$ cat config.mk
export PLATFORM = sky130hd
export DESIGN_NAME = lane_send
export DESIGN_NICKNAME = d
export VERILOG_FILES = /design/src/rtl/pkg_tpu.sv /design/src/rtl/lane_send_fifo.sv /design/src/rtl/lane_send.sv
export SDC_FILE = /design/constraint.sdc
export NUM_CORES = 1
export LEC_CHECK = 0
export CELL_PAD_IN_SITES_DETAIL_PLACEMENT = 1
export CELL_PAD_IN_SITES_GLOBAL_PLACEMENT = 2
export CORE_AREA = 5 5 337 339
export CTS_CLUSTER_SIZE = 12
export DETAILED_ROUTE_END_ITERATION = 10
export DIE_AREA = 0 0 342 344
export HOLD_SLACK_MARGIN = 0.1
export PLACE_DENSITY_LB_ADDON = 0.1
export SETUP_SLACK_MARGIN = 0.1
export SYNTH_ARGS = -nofsm -noshare
export SYNTH_HDL_FRONTEND = slang
export SYNTH_SLANG_ARGS = --single-unit
$ cat constraint.sdc
create_clock -name clock -period 8.17 [get_ports clock]
set_clock_uncertainty 0.1 [all_clocks]
set_input_delay 1.634 -clock clock [delete_from_list [all_inputs] [get_ports clock]]
set_output_delay 1.634 -clock clock [all_outputs]
set_load 0.01 [all_outputs]
$ cat src/rtl/pkg_tpu.sv
// Shared TPU types: lane data word, lane bus, and the lane transmitter FSM states.
package pkg_tpu;

  localparam int unsigned NUM_LANES = 16;
  localparam int unsigned DATA_W    = 16;

  typedef logic [DATA_W-1:0] data_t;
  typedef data_t [NUM_LANES-1:0] lane_t;

  typedef enum logic [1:0] {
    StIdle,
    StSend,
    StFlush
  } send_state_e;

endpackage

$ cat src/rtl/lane_send_fifo.sv
// Circular transmit buffer with a combinational head read and a synchronous clear.
module lane_send_fifo #(
  parameter int unsigned WIDTH = 8,
  parameter int unsigned DEPTH = 4,
  localparam int unsigned PTR_W = $clog2(DEPTH)
) (
  input  logic             clock,
  input  logic             reset,
  input  logic             clear,
  input  logic             push,
  input  logic             pop,
  input  logic [WIDTH-1:0] wdata,
  output logic [WIDTH-1:0] rdata,
  output logic [PTR_W:0]   count
);

  logic [WIDTH-1:0] mem [DEPTH];
  logic [PTR_W-1:0] wptr_q, rptr_q;
  logic [PTR_W:0]   count_q, count_d;

  // Callers only assert push/pop when legal, so no full/empty guarding here.
  always_comb begin
    count_d = count_q;
    if (clear) begin
      count_d = '0;
    end else begin
      case ({push, pop})
        2'b10:   count_d = count_q + (PTR_W+1)'(1);
        2'b01:   count_d = count_q - (PTR_W+1)'(1);
        default: count_d = count_q;
      endcase
    end
  end

  always_ff @(posedge clock or posedge reset) begin
    if (reset) begin
      wptr_q  <= '0;
      rptr_q  <= '0;
      count_q <= '0;
    end else if (clear) begin
      wptr_q  <= '0;
      rptr_q  <= '0;
      count_q <= '0;
    end else begin
      if (push) wptr_q <= wptr_q + PTR_W'(1);
      if (pop)  rptr_q <= rptr_q + PTR_W'(1);
      count_q <= count_d;
    end
  end

  always_ff @(posedge clock) begin
    if (push && !clear) mem[wptr_q] <= wdata;
  end

  assign rdata = mem[rptr_q];
  assign count = count_q;

endmodule

$ cat src/rtl/lane_send.sv
// Lane transmitter: buffers operand pushes and presents the head entry on one lane-bus slot
// until every destination lane has acknowledged it.
module lane_send
  import pkg_tpu::*;
#(
  parameter int unsigned LANE_ID   = 0,
  parameter int unsigned NUM_LANES = 16,
  parameter int unsigned DEPTH     = 4
) (
  input  logic                 clock,
  input  logic                 reset,
  input  logic                 I_Req,
  input  logic [NUM_LANES-1:0] I_Dst_Mask,
  input  data_t                I_Src_Data1,
  input  data_t                I_Src_Data2,
  input  data_t                I_Src_Data3,
  output logic                 O_Ready,
  output logic                 O_Lane_Valid,
  output logic [NUM_LANES-1:0] O_Lane_Mask,
  output lane_t                O_Lane_Data_Src1,
  output lane_t                O_Lane_Data_Src2,
  output lane_t                O_Lane_Data_Src3,
  input  logic [NUM_LANES-1:0] I_Lane_Ack,
  input  logic                 I_Flush,
  output logic                 O_Ovf,
  output logic                 O_Busy
);

  localparam int unsigned PTR_W = $clog2(DEPTH);
  localparam int unsigned CNT_W = PTR_W + 1;

  typedef struct packed {
    logic [NUM_LANES-1:0] mask;
    data_t                src1;
    data_t                src2;
    data_t                src3;
  } entry_t;

  entry_t               wr_entry, head;
  logic [CNT_W-1:0]     count;
  send_state_e          state_q;
  logic [NUM_LANES-1:0] acked_q, pending;
  logic                 ovf_q, in_flush, push_req, do_push, do_pop;

  assign wr_entry = '{mask: I_Dst_Mask, src1: I_Src_Data1, src2: I_Src_Data2, src3: I_Src_Data3};

  lane_send_fifo #(
    .WIDTH ($bits(entry_t)),
    .DEPTH (DEPTH)
  ) u_fifo (
    .clock (clock),
    .reset (reset),
    .clear (I_Flush),
    .push  (do_push),
    .pop   (do_pop),
    .wdata (wr_entry),
    .rdata (head),
    .count (count)
  );

  // Pending is derived from the head's stored mask minus the acks seen so far, so a new head
  // automatically starts with its full mask once acked_q is cleared on pop.
  assign in_flush     = (state_q == StFlush);
  assign O_Ready      = (count < CNT_W'(DEPTH));
  assign O_Lane_Valid = (count != '0) && !in_flush;
  assign pending      = head.mask & ~acked_q;
  assign O_Lane_Mask  = O_Lane_Valid ? pending : '0;
  assign do_pop       = O_Lane_Valid && !I_Flush && ((pending & ~I_Lane_Ack) == '0);
  assign push_req     = I_Req && (I_Dst_Mask != '0) && !I_Flush && !in_flush;
  assign do_push      = push_req && (O_Ready || do_pop);
  assign O_Ovf        = ovf_q;
  assign O_Busy       = (count != '0) || (state_q != StIdle);

  always_comb begin
    O_Lane_Data_Src1 = '0;
    O_Lane_Data_Src2 = '0;
    O_Lane_Data_Src3 = '0;
    if (O_Lane_Valid) begin
      O_Lane_Data_Src1[LANE_ID] = head.src1;
      O_Lane_Data_Src2[LANE_ID] = head.src2;
      O_Lane_Data_Src3[LANE_ID] = head.src3;
    end
  end

  always_ff @(posedge clock or posedge reset) begin
    if (reset) begin
      state_q <= StIdle;
      acked_q <= '0;
      ovf_q   <= 1'b0;
    end else begin
      if (push_req && !do_push) ovf_q <= 1'b1;

      if (I_Flush || do_pop) begin
        acked_q <= '0;
      end else if (O_Lane_Valid) begin
        acked_q <= acked_q | (I_Lane_Ack & head.mask);
      end

      if (I_Flush) begin
        state_q <= StFlush;
      end else begin
        case (state_q)
          StIdle:  if (do_push) state_q <= StSend;
          StSend:  if (do_pop && (count == CNT_W'(1)) && !do_push) state_q <= StIdle;
          StFlush: state_q <= StIdle;
          default: state_q <= StIdle;
        endcase
      end
    end
  end

endmodule

### Yosys cells after proc, flatten, opt, wreduce, memory -nomap -nowiden

Memory sizes are Yosys's and may differ from the RTL's.
Cells that the tools add are included.

* bits in read-only memories: 0
* bits in writable memories: 256
* word-level logic and storage cells: 70
* input bits: 84
* bits in latches: 0
* flip-flop bits (word level): 26
* memories: 1
* output and inout bits: 788

Memories
* u_fifo.mem: words 4, bits a word 64, read ports 1, clocked after memory_dff 0, wr ports 1, RTL line lane_send_fifo.sv:17 `logic [WIDTH-1:0] mem [DEPTH];`

* bitwise operators: 6
* multiply operators: 0
* mux-type cells: 18
* reductions and logical operators: 27
* equality and inequality tests: 7
* divide/modulo/power cells: 0
* $add $sub $neg: 4
* shifts and indexed selects: 0
* magnitude comparators: 1

Operators with widths (number)
* $mux 16: 6
* $and 16x16->16: 3
* $not 16->16: 2
* $logic_not 16->1: 1
* $or 16x16->16: 1
* $reduce_bool 16->1: 1
* $mux 2: 7
* $logic_and 1x1->1: 11
* $reduce_bool 2->1: 4
* $ne 3x3->1 const B: 2
* $pmux 3 s2: 1
* $reduce_bool 3->1: 2
* $add 2x1->2 const B: 2
* $eq 2x1->1 const B: 2
* $eq 2x2->1 const B: 2
* $pmux 2 s2: 1
* $add 3x1->3 const B: 1
* $eq 3x1->1 const B: 1
* $logic_not 1->1: 3
* $logic_or 1x1->1: 3
* $lt 3x3->1 const B: 1
* $mux 3: 1
* $sub 3x1->3 const B: 1
* $logic_not 2->1: 1
* 2 further kinds: 3

### Depth between registers and ports, before layout

Gate-level depths: netlist (run 1).

* word-level depth: 12
* mapped depth: 10
* gate-level depth less buffers: 10

### By module

From an unflattened synthesis (run 1), not the netlist that was laid out.

* cells, all modules: 1295
* area, all modules: 16542.1 um2

By module, submodules not included
* lane_send_fifo: area each 9660.5 um2, times used 1, sequential area each 7862.5 um2, cells an instance 376
* lane_send: area each 6881.6 um2, times used 1, sequential area each 475.5 um2, cells an instance 919

### Worst setup path before layout (run 1)

No wires, ideal clock.

* path type: input to register
* start: input I_Flush
* end: memory u_fifo.mem[0][0] (netlist name) (enable)
* setup slack: 3.329 ns
* setup time: 0.429 ns
* buffers on the path: 1
* data required time: 7.641 ns
* cell stages on the path: 7
* data arrival time: 4.312 ns
* cells stage by stage: clkbuf_1 inv_1 nand3_1 nor3_4 nand2_2 a21oi_4 and2_1

* cells in the longest elaborated chain, start to end: 8
* elaborated cells between the ends (all ways): 10
* those cells by class: mux: 2; reduce/logical: 8

RTL lines
* from (decl): RTL line lane_send.sv:24 `input logic I_Flush,`
* $logic_not 1->1 *: RTL line lane_send_fifo.sv:52, lane_send.sv:68, lane_send.sv:69
* $logic_and 1x1->1 (2 in series): RTL line lane_send.sv:68 `assign do_pop = O_Lane_Valid && !I_Flush && ((pending & ~I_Lane_Ack) == '0);`
* $logic_or 1x1->1: RTL line lane_send.sv:70 `assign do_push = push_req && (O_Ready || do_pop);`
* $logic_and 1x1->1: RTL line lane_send.sv:70
* $logic_and 1x1->1 *: RTL line lane_send_fifo.sv:52 `if (push && !clear) mem[wptr_q] <= wdata;`
* $mux 1 *: RTL line lane_send_fifo.sv:52
* $mux 1 (not written as such) *: RTL line lane_send_fifo.sv:52
* to (decl): RTL line lane_send_fifo.sv:17

Every way passes the cells marked *; elsewhere a longest branch is shown, timed or not.

### Worst setup path in the final report (run 1)

* start: register u_fifo.count_q[0], in the netlist u_fifo.count[0]
* end: output O_Lane_Mask[13]

* cells in the longest elaborated chain, start to end: 3

RTL lines
* from (decl): RTL line lane_send_fifo.sv:19 `logic [PTR_W:0] count_q, count_d;`
* from (signal assigned): RTL line lane_send_fifo.sv:47 `count_q <= count_d;`
* $reduce_bool 3->1: RTL line lane_send.sv:65 `assign O_Lane_Valid = (count != '0) && !in_flush;`
* $logic_and 1x1->1: RTL line lane_send.sv:65
* $mux 16: RTL line lane_send.sv:67 `assign O_Lane_Mask = O_Lane_Valid ? pending : '0;`
* to (decl): RTL line lane_send.sv:19 `output logic [NUM_LANES-1:0] O_Lane_Mask,`

No other way between the ends.

==> reports/qor.yml, run 1 <==
yosys:
  synth_top_flop_cell: "edfxtp_1"
  yosysTopAreaCellShare_pct: 46.2
  synth_top_family_by_area: "buffers and inverters"
  ys_warn_count: 0
  syn_area_um2: 16600
  ys_top_cells_by_area: "edfxtp_1 (46%), buf_4 (32%), mux4_2 (8.3%)"
  muxShareOfSynthArea_pct: 8.94
  synth-xor-area-share_pct: 0
  synth-adder-area-share_pct: 0.601
  synth-edff-count: 256
  ys_seq_elements: 282
  yosys.area.top_type: "edfxtp_1"
  async_reset_ff_share_pct: 9.22
  yosysSeqAreaShare_pct: 50.1
  syn_avg_cell_area_um2: 12.6
  synth-simple-area-share_pct: 5.11
  syn_inst: 1322
  synth-compound-area-share_pct: 1.68
  synth_cell_types: 46
global_routing:
  grt_max_degree: 52
  overflow: 0
  grt_pass1_wl_mm: 65.8
  grt_pass1_vias: 8234
  track_usage_pct: 7.76
  antenna_found_initial: 9
routing:
  first_pass_iters: 4
  drc: 0
  drtAntennaViolNets: 0
  avgViaCountPerCell: 2.65
  wl_mm: 50.6
  drt_iter0_drc: 285
  vias: 7969
  wl_per_cell_um: 16.8
place:
  io_buffer_count: 151
  dpl_cell_area_um2: 17300
  dp_cells: 2938
  gp_congestion: 0.639
  pre_cts_slack_ns: 2.63
  hpwl_mm: 36.4
cells_and_area:
  design_area_um2: 18400
  finalNonFillerCells: 3006
  final_core_util_pct: 16.7
  area_growth_pct: 10.3
  n_fill_cell: 12600
  drive_gt1_share_pct: 9.50
  nets: 1581
worst_setup_path:
  critical_path.top_delay_family: "simple AND/OR/NAND/NOR gates"
  worstPathMaxFanout: 51
  crit_path_end_kind: "primary output"
  path_cells: "inv_1, ha_1, nand2b_2, buf_4, nand2_1, nor4_2, clkdlybuf4s50_1"
  cp_data_arrival_time_ns: 3.82
  crit_slowest_cell: "nor4_2"
  cp.required_ns: 6.44
  critPathKind: "reg2out"
  path_buf_inv: 3
  crit_path_max_incr_delay_ns: 0.93
  cp-start-kind: "register"
die:
  die_x_um: 342
  coreArea_um2: 110000
  die-area_um2: 118000
  initial_core_util_pct: 15.1
  io_pins: 872
  rows: 122
  die_h_um: 344
timing:
  setup_viol_count_final: 0
  fin_ws_ns: 2.62
  whs_ns: 0.405
  drv_slew: 0
  fmax_ghz: 0.180
  rsz0062_at_grt: "false"
  relSlewSlack_pct: 33.5
  hold_violations: 0
  max_slew.worst_pin.slew_ns: 0.989
  finalCritPeriodShare_pct: 67.9
  fin_setup_tns_ns: 0
  fin_crit_ns: 5.55
cts:
  clock_path_buffers: 3
  post-cts-setup-buffer-count: 0
  worstSkewPairLatency_ns: 0.54
  cts_root_buffer: "clkbuf_16"
  cts_made_buffers: 37
  ctsHoldBuffers: 0
  htreeDepth: 2
  cts_resized: 0
  path_clk_slew_ns: 0.06
  cts_tree: "done"
  cts.sinks: 282
run:
  max-cap-violations: 0
power:
  ir_drop_mv: 0.102
  report.power.total_mw: 3.45
  power_density_nw_per_um2: 188
  leakagePower_nw: 7.16
run_status:
  status: "completed"
hold_path:
  min_path_type: "reg2reg"
[worst paths after layout]
check	slack, ns	startpoint	end	depth (start not counted)
worst min register to register	0.40	O_Ovf	O_Ovf	1
worst min-delay path	0.40	O_Ovf	O_Ovf	1
max in group asynchronous	6.22	reset	u_fifo.rptr_q[1]	3
worst max register to register	3.17	u_fifo.count[0]	u_fifo.mem[0][23]	12
min in group asynchronous	1.40	reset	u_fifo.count[2]	3
worst max-delay path	2.62	u_fifo.count[0]	O_Lane_Mask[13]	7
[metal layers]
metal  vias up  part of all wire, %  global-route usage (%)
li1       3484                    -                       -
met1      4035                   35                    8.34
met2       383                   56                    15.3
met3        57                  7.4                    1.83
met4        10                  1.4                    1.67
met5         -                 0.14                       0
[state kept, by name (all words and copies together), names as in the netlist]
register       cells
acked_q           16
u_fifo.count       3
state_q            2
u_fifo.mem       256
u_fifo.wptr_q      2
u_fifo.rptr_q      2
O_Ovf              1
[placed cells by master (no fill, tap or decap), types with 5 or more instances in the layout]
master | netlist | final
conb_1 | 1 | 720
edfxtp_1 | 256 | 256
clkdlybuf4s50_1 | 0 | 151
mux4_2 | 61 | 61
nor2_1 | 51 | 51
and3_1 | 49 | 49
clkbuf_16 | 0 | 38
dfrtp_1 | 26 | 24
nand2_1 | 19 | 19
a31oi_1 | 13 | 13
clkbuf_1 | 19 | 13
nor3_1 | 10 | 10
inv_1 | 9 | 9
buf_4 | 720 | 9
ha_1 | 8 | 8
a22oi_1 | 6 | 6
mux2_2 | 6 | 6
nor4_1 | 7 | 6
clkinv_2 | 0 | 6
clkinv_1 | 0 | 6
a21oi_1 | 5 | 5
[synth_stat cells, types with 2 or more instances]
master / n
buf_4: 720
edfxtp_1: 256
mux4_2: 61
nor2_1: 51
and3_1: 49
dfrtp_1: 26
clkbuf_1: 19
nand2_1: 19
a31oi_1: 13
nor3_1: 10
inv_1: 9
ha_1: 8
buf_2: 7
nor4_1: 7
a22oi_1: 6
mux2_2: 6
a21oi_1: 5
and2_1: 4
nand4_1: 4
nor3b_1: 4
o21ai_0: 4
and4_1: 3
buf_1: 3
a22oi_2: 2
mux2i_1: 2
nand2_2: 2
nand2b_1: 2
nand3_1: 2
[power breakdown]
part / switching, mW / total, mW / internal [mW]
clock network: 0.612 / 1.48 / 0.872
logic: 0.274 / 0.354 / 0.0800
registers: 0.00780 / 1.61 / 1.60
[worst register-to-register path: cells and delay by family (launching register included)]
kind	cells	cell delay (ns)
AND/OR/NAND/NOR	6	1.83
buffers and inverters	4	1.74
adder cells (fa/ha/maj)	1	0.21
flip-flops	1	0.43
AO/OA/AOI/OAI	1	0.29
[logic make-up after synthesis]
kind of cell / after synthesis
buf+inv: 761
flops: 282
simple gates: 161
mux: 71
compound gates: 38
fa+ha+maj: 8
other cells: 1
[area by class of cell]
| type | instances | area, um2 | share of cell area [%] |
|---|---|---|---|
| flip-flops and latches | 282 | 8350 | 45.4 |
| multi-input cells | 998 | 5440 | 29.6 |
| well taps | 1488 | 1860 | 10.1 |
| repair buffers | 160 | 1580 | 8.60 |
| clock buffers | 53 | 1030 | 5.59 |
| clock inverters | 13 | 68.8 | 0.375 |
| inverters | 10 | 37.5 | 0.204 |
| diodes | 2 | 5.00 | 0.0272 |
No activity file was read; power rests on OpenSTA's default activity.
==> inputs of run 2 (changes only) <==
--- a/config.mk
+++ b/config.mk
@@ -7,10 +7,10 @@
 export LEC_CHECK = 0
 export CELL_PAD_IN_SITES_DETAIL_PLACEMENT = 1
 export CELL_PAD_IN_SITES_GLOBAL_PLACEMENT = 2
-export CORE_AREA = 5 5 337 339
+export CORE_AREA = 5 5 340 342
 export CTS_CLUSTER_SIZE = 12
 export DETAILED_ROUTE_END_ITERATION = 10
-export DIE_AREA = 0 0 342 344
+export DIE_AREA = 0 0 345 347
 export HOLD_SLACK_MARGIN = 0.1
 export PLACE_DENSITY_LB_ADDON = 0.1
 export SETUP_SLACK_MARGIN = 0.1
==> constraint.sdc (replaced) <==
create_clock -name clock -period 5.65 [get_ports clock]
set_clock_uncertainty 0.1 [all_clocks]
set_input_delay 1.13 -clock clock [delete_from_list [all_inputs] [get_ports clock]]
set_output_delay 1.13 -clock clock [all_outputs]
set_load 0.01 [all_outputs]
==> run 2 against run 1 <==
  * Sequential share of layout area down 0.56 points
  * Critical path type unchanged
  * Worst setup slack worse by 1.5 ns
  * Power up 51%
  * Critical path depth down 3
  * Die area up 1.8%
  * Highest routed layer unchanged
  * Design area up 1.3%
  * Non-clock buffer count up 7
  * Cell count up 0.63%
  * Register-to-register slack worse by 1.8 ns
  * Combinational power up 45%
  * Clock power up 60%
==> reports/qor.yml, run 2 (synthesized netlist as in run 1, its figures left out) <==
power:
  power_density_nw_per_um2: 280
  sw_frac_of_total_pct: 26.0
  leakagePower_nw: 7.26
  report.power.total_mw: 5.21
  sequentialPowerShare_pct: 44.7
  p_int_mw: 3.86
  pwr-share-clk_pct: 45.5
  p_sw_mw: 1.36
  ir_drop_mv: 0.198
  combPwrFrac_pct: 9.9
cells_and_area:
  regMostFlops: "u_fifo.mem"
  multi_input_area_um2: 5440
  regArea_um2: 8350
  final_common_cell: "conb_1"
  n_fill_cell: 12900
  final_core_util_pct: 16.6
  nets: 1589
  mostFrequentLayoutCells: "conb_1 (720), edfxtp_1 (256), clkdlybuf4s50_1 (151)"
  area_growth_pct: 11.7
  drive_gt1_share_pct: 10.1
  largest_reg_flops: 256
routing:
  first_pass_iters: 4
  wl_per_cell_um: 17.0
  drt_iter0_drc: 280
  drc: 0
  vias: 8060
  wl_mm: 51.5
  avgViaCountPerCell: 2.66
  drtAntennaViolNets: 0
cts:
  clock_path_buffers: 3
  path_clk_slew_ns: 0.06
  cts_resized: 0
  htreeDepth: 2
  worstSkewPairLatency_ns: 0.55
  cts_made_buffers: 38
  cts_tree: "done"
  cts.sinks: 282
  cts_root_buffer: "clkbuf_16"
  post-cts-setup-buffer-count: 0
  ctsHoldBuffers: 0
worst_setup_path:
  crit_path_max_incr_delay_ns: 0.92
  path_buf_inv: 2
  path_cells: "buf_12, mux4_2, and3_1, clkdlybuf4s50_1"
  cp-start-kind: "register"
  critical_path.top_delay_family: "buffers and inverters"
  critPathKind: "reg2out"
  crit_slowest_cell: "dfrtp_4"
  cp_data_arrival_time_ns: 3.30
  crit_path_end_kind: "primary output"
  cp.required_ns: 4.42
  worstPathMaxFanout: 37
hold_path:
  min_path_type: "reg2reg"
run:
  max-cap-violations: 0
global_routing:
  track_usage_pct: 7.96
  antenna_found_initial: 7
  overflow: 0
  grt_pass1_vias: 8701
  grt_pass1_wl_mm: 69.9
  grt_max_degree: 51
timing:
  finalCritPeriodShare_pct: 80.3
  drv_slew: 0
  fmax_ghz: 0.221
  hold_violations: 0
  fin_crit_ns: 4.53
  relSlewSlack_pct: 39.7
  setup_viol_count_final: 0
  fin_setup_tns_ns: 0
  rsz0062_at_grt: "false"
  max_slew.worst_pin.slew_ns: 0.904
die:
  rows: 123
  io_pins: 872
  coreArea_um2: 112000
  die-area_um2: 120000
  die_h_um: 347
  die_x_um: 345
  initial_core_util_pct: 14.9
place:
  gp_congestion: 0.657
  io_buffer_count: 151
  hpwl_mm: 38.4
run_status:
  status: "completed"
run 2: cell types whose count changed in the layout (fill, tap and decap cells not counted), sizes merged:
cell    before  now
buf          9   16
clkbuf      53   47
bufinv       0    4
inv         10   12
clkinv      13   12
diode        2    3
run 2: worst register-to-register path, cell delays in order (launching register included):
cell and delay [ns]:
dfrtp_4 0.92, mux4_2 0.71, a22oi_1 0.32, and4_1 0.43
nand2_2 0.17, a21oi_4 0.30, and2_4 0.58, buf_4 0.38
run 2: layout make-up:
cell class	instances	share of cell area [%]
antenna	3	0.0404
tap	1500	10.1
multi-input combinational	998	29.2
sequential	282	44.9
timing repair buffer	167	9.11
inverter	10	0.202
clock buffer	47	5.29
clock inverter	18	1.16
run 2: routing by layer:
metal	up-vias	wire [um]	track usage (%)
li1	3499	-	-
met1	4110	18600	8.45
met2	393	28600	15.5
met3	54	3460	2.39
met4	4	771	1.59
met5	-	26	0
run 2: stage by stage:
stage	setup WS [ns]	cell area [um2]	hold slack [ns]	instances
after global routing	0.849	18600	0.459	3022
after floorplan	1.31	19300	0.385	2041
after CTS	0.845	18600	0.424	3022
after global placement	1.14	17400	0.405	2957
after detailed placement	1.10	17400	0.410	2957
final	1.12	18600	0.422	3025
run 2: final timing paths:
path / from / to / slack [ns] / depth (start not counted)
setup reg to reg: u_fifo.rptr_q[0] / u_fifo.mem[1][28] / 1.39 / 7
hold / removal: acked_q[12] / acked_q[12] / 0.42 / 2
max in group asynchronous: reset / u_fifo.rptr_q[1] / 4.13 / 3
min in group asynchronous: reset / u_fifo.count[0] / 0.98 / 3
setup / recovery: u_fifo.rptr_q[0] / O_Lane_Data_Src1[3] / 1.12 / 4
hold reg to reg: acked_q[12] / acked_q[12] / 0.42 / 2
run 2: power by group through the flow:
stage	logic (mW)	registers, mW	clock network, mW
floorplan	0.671	2.37	0
global placement	0.498	2.37	0
detailed placement	0.497	2.37	0
CTS	0.499	2.33	2.49
global route	0.570	2.33	2.58
finish	0.514	2.33	2.37
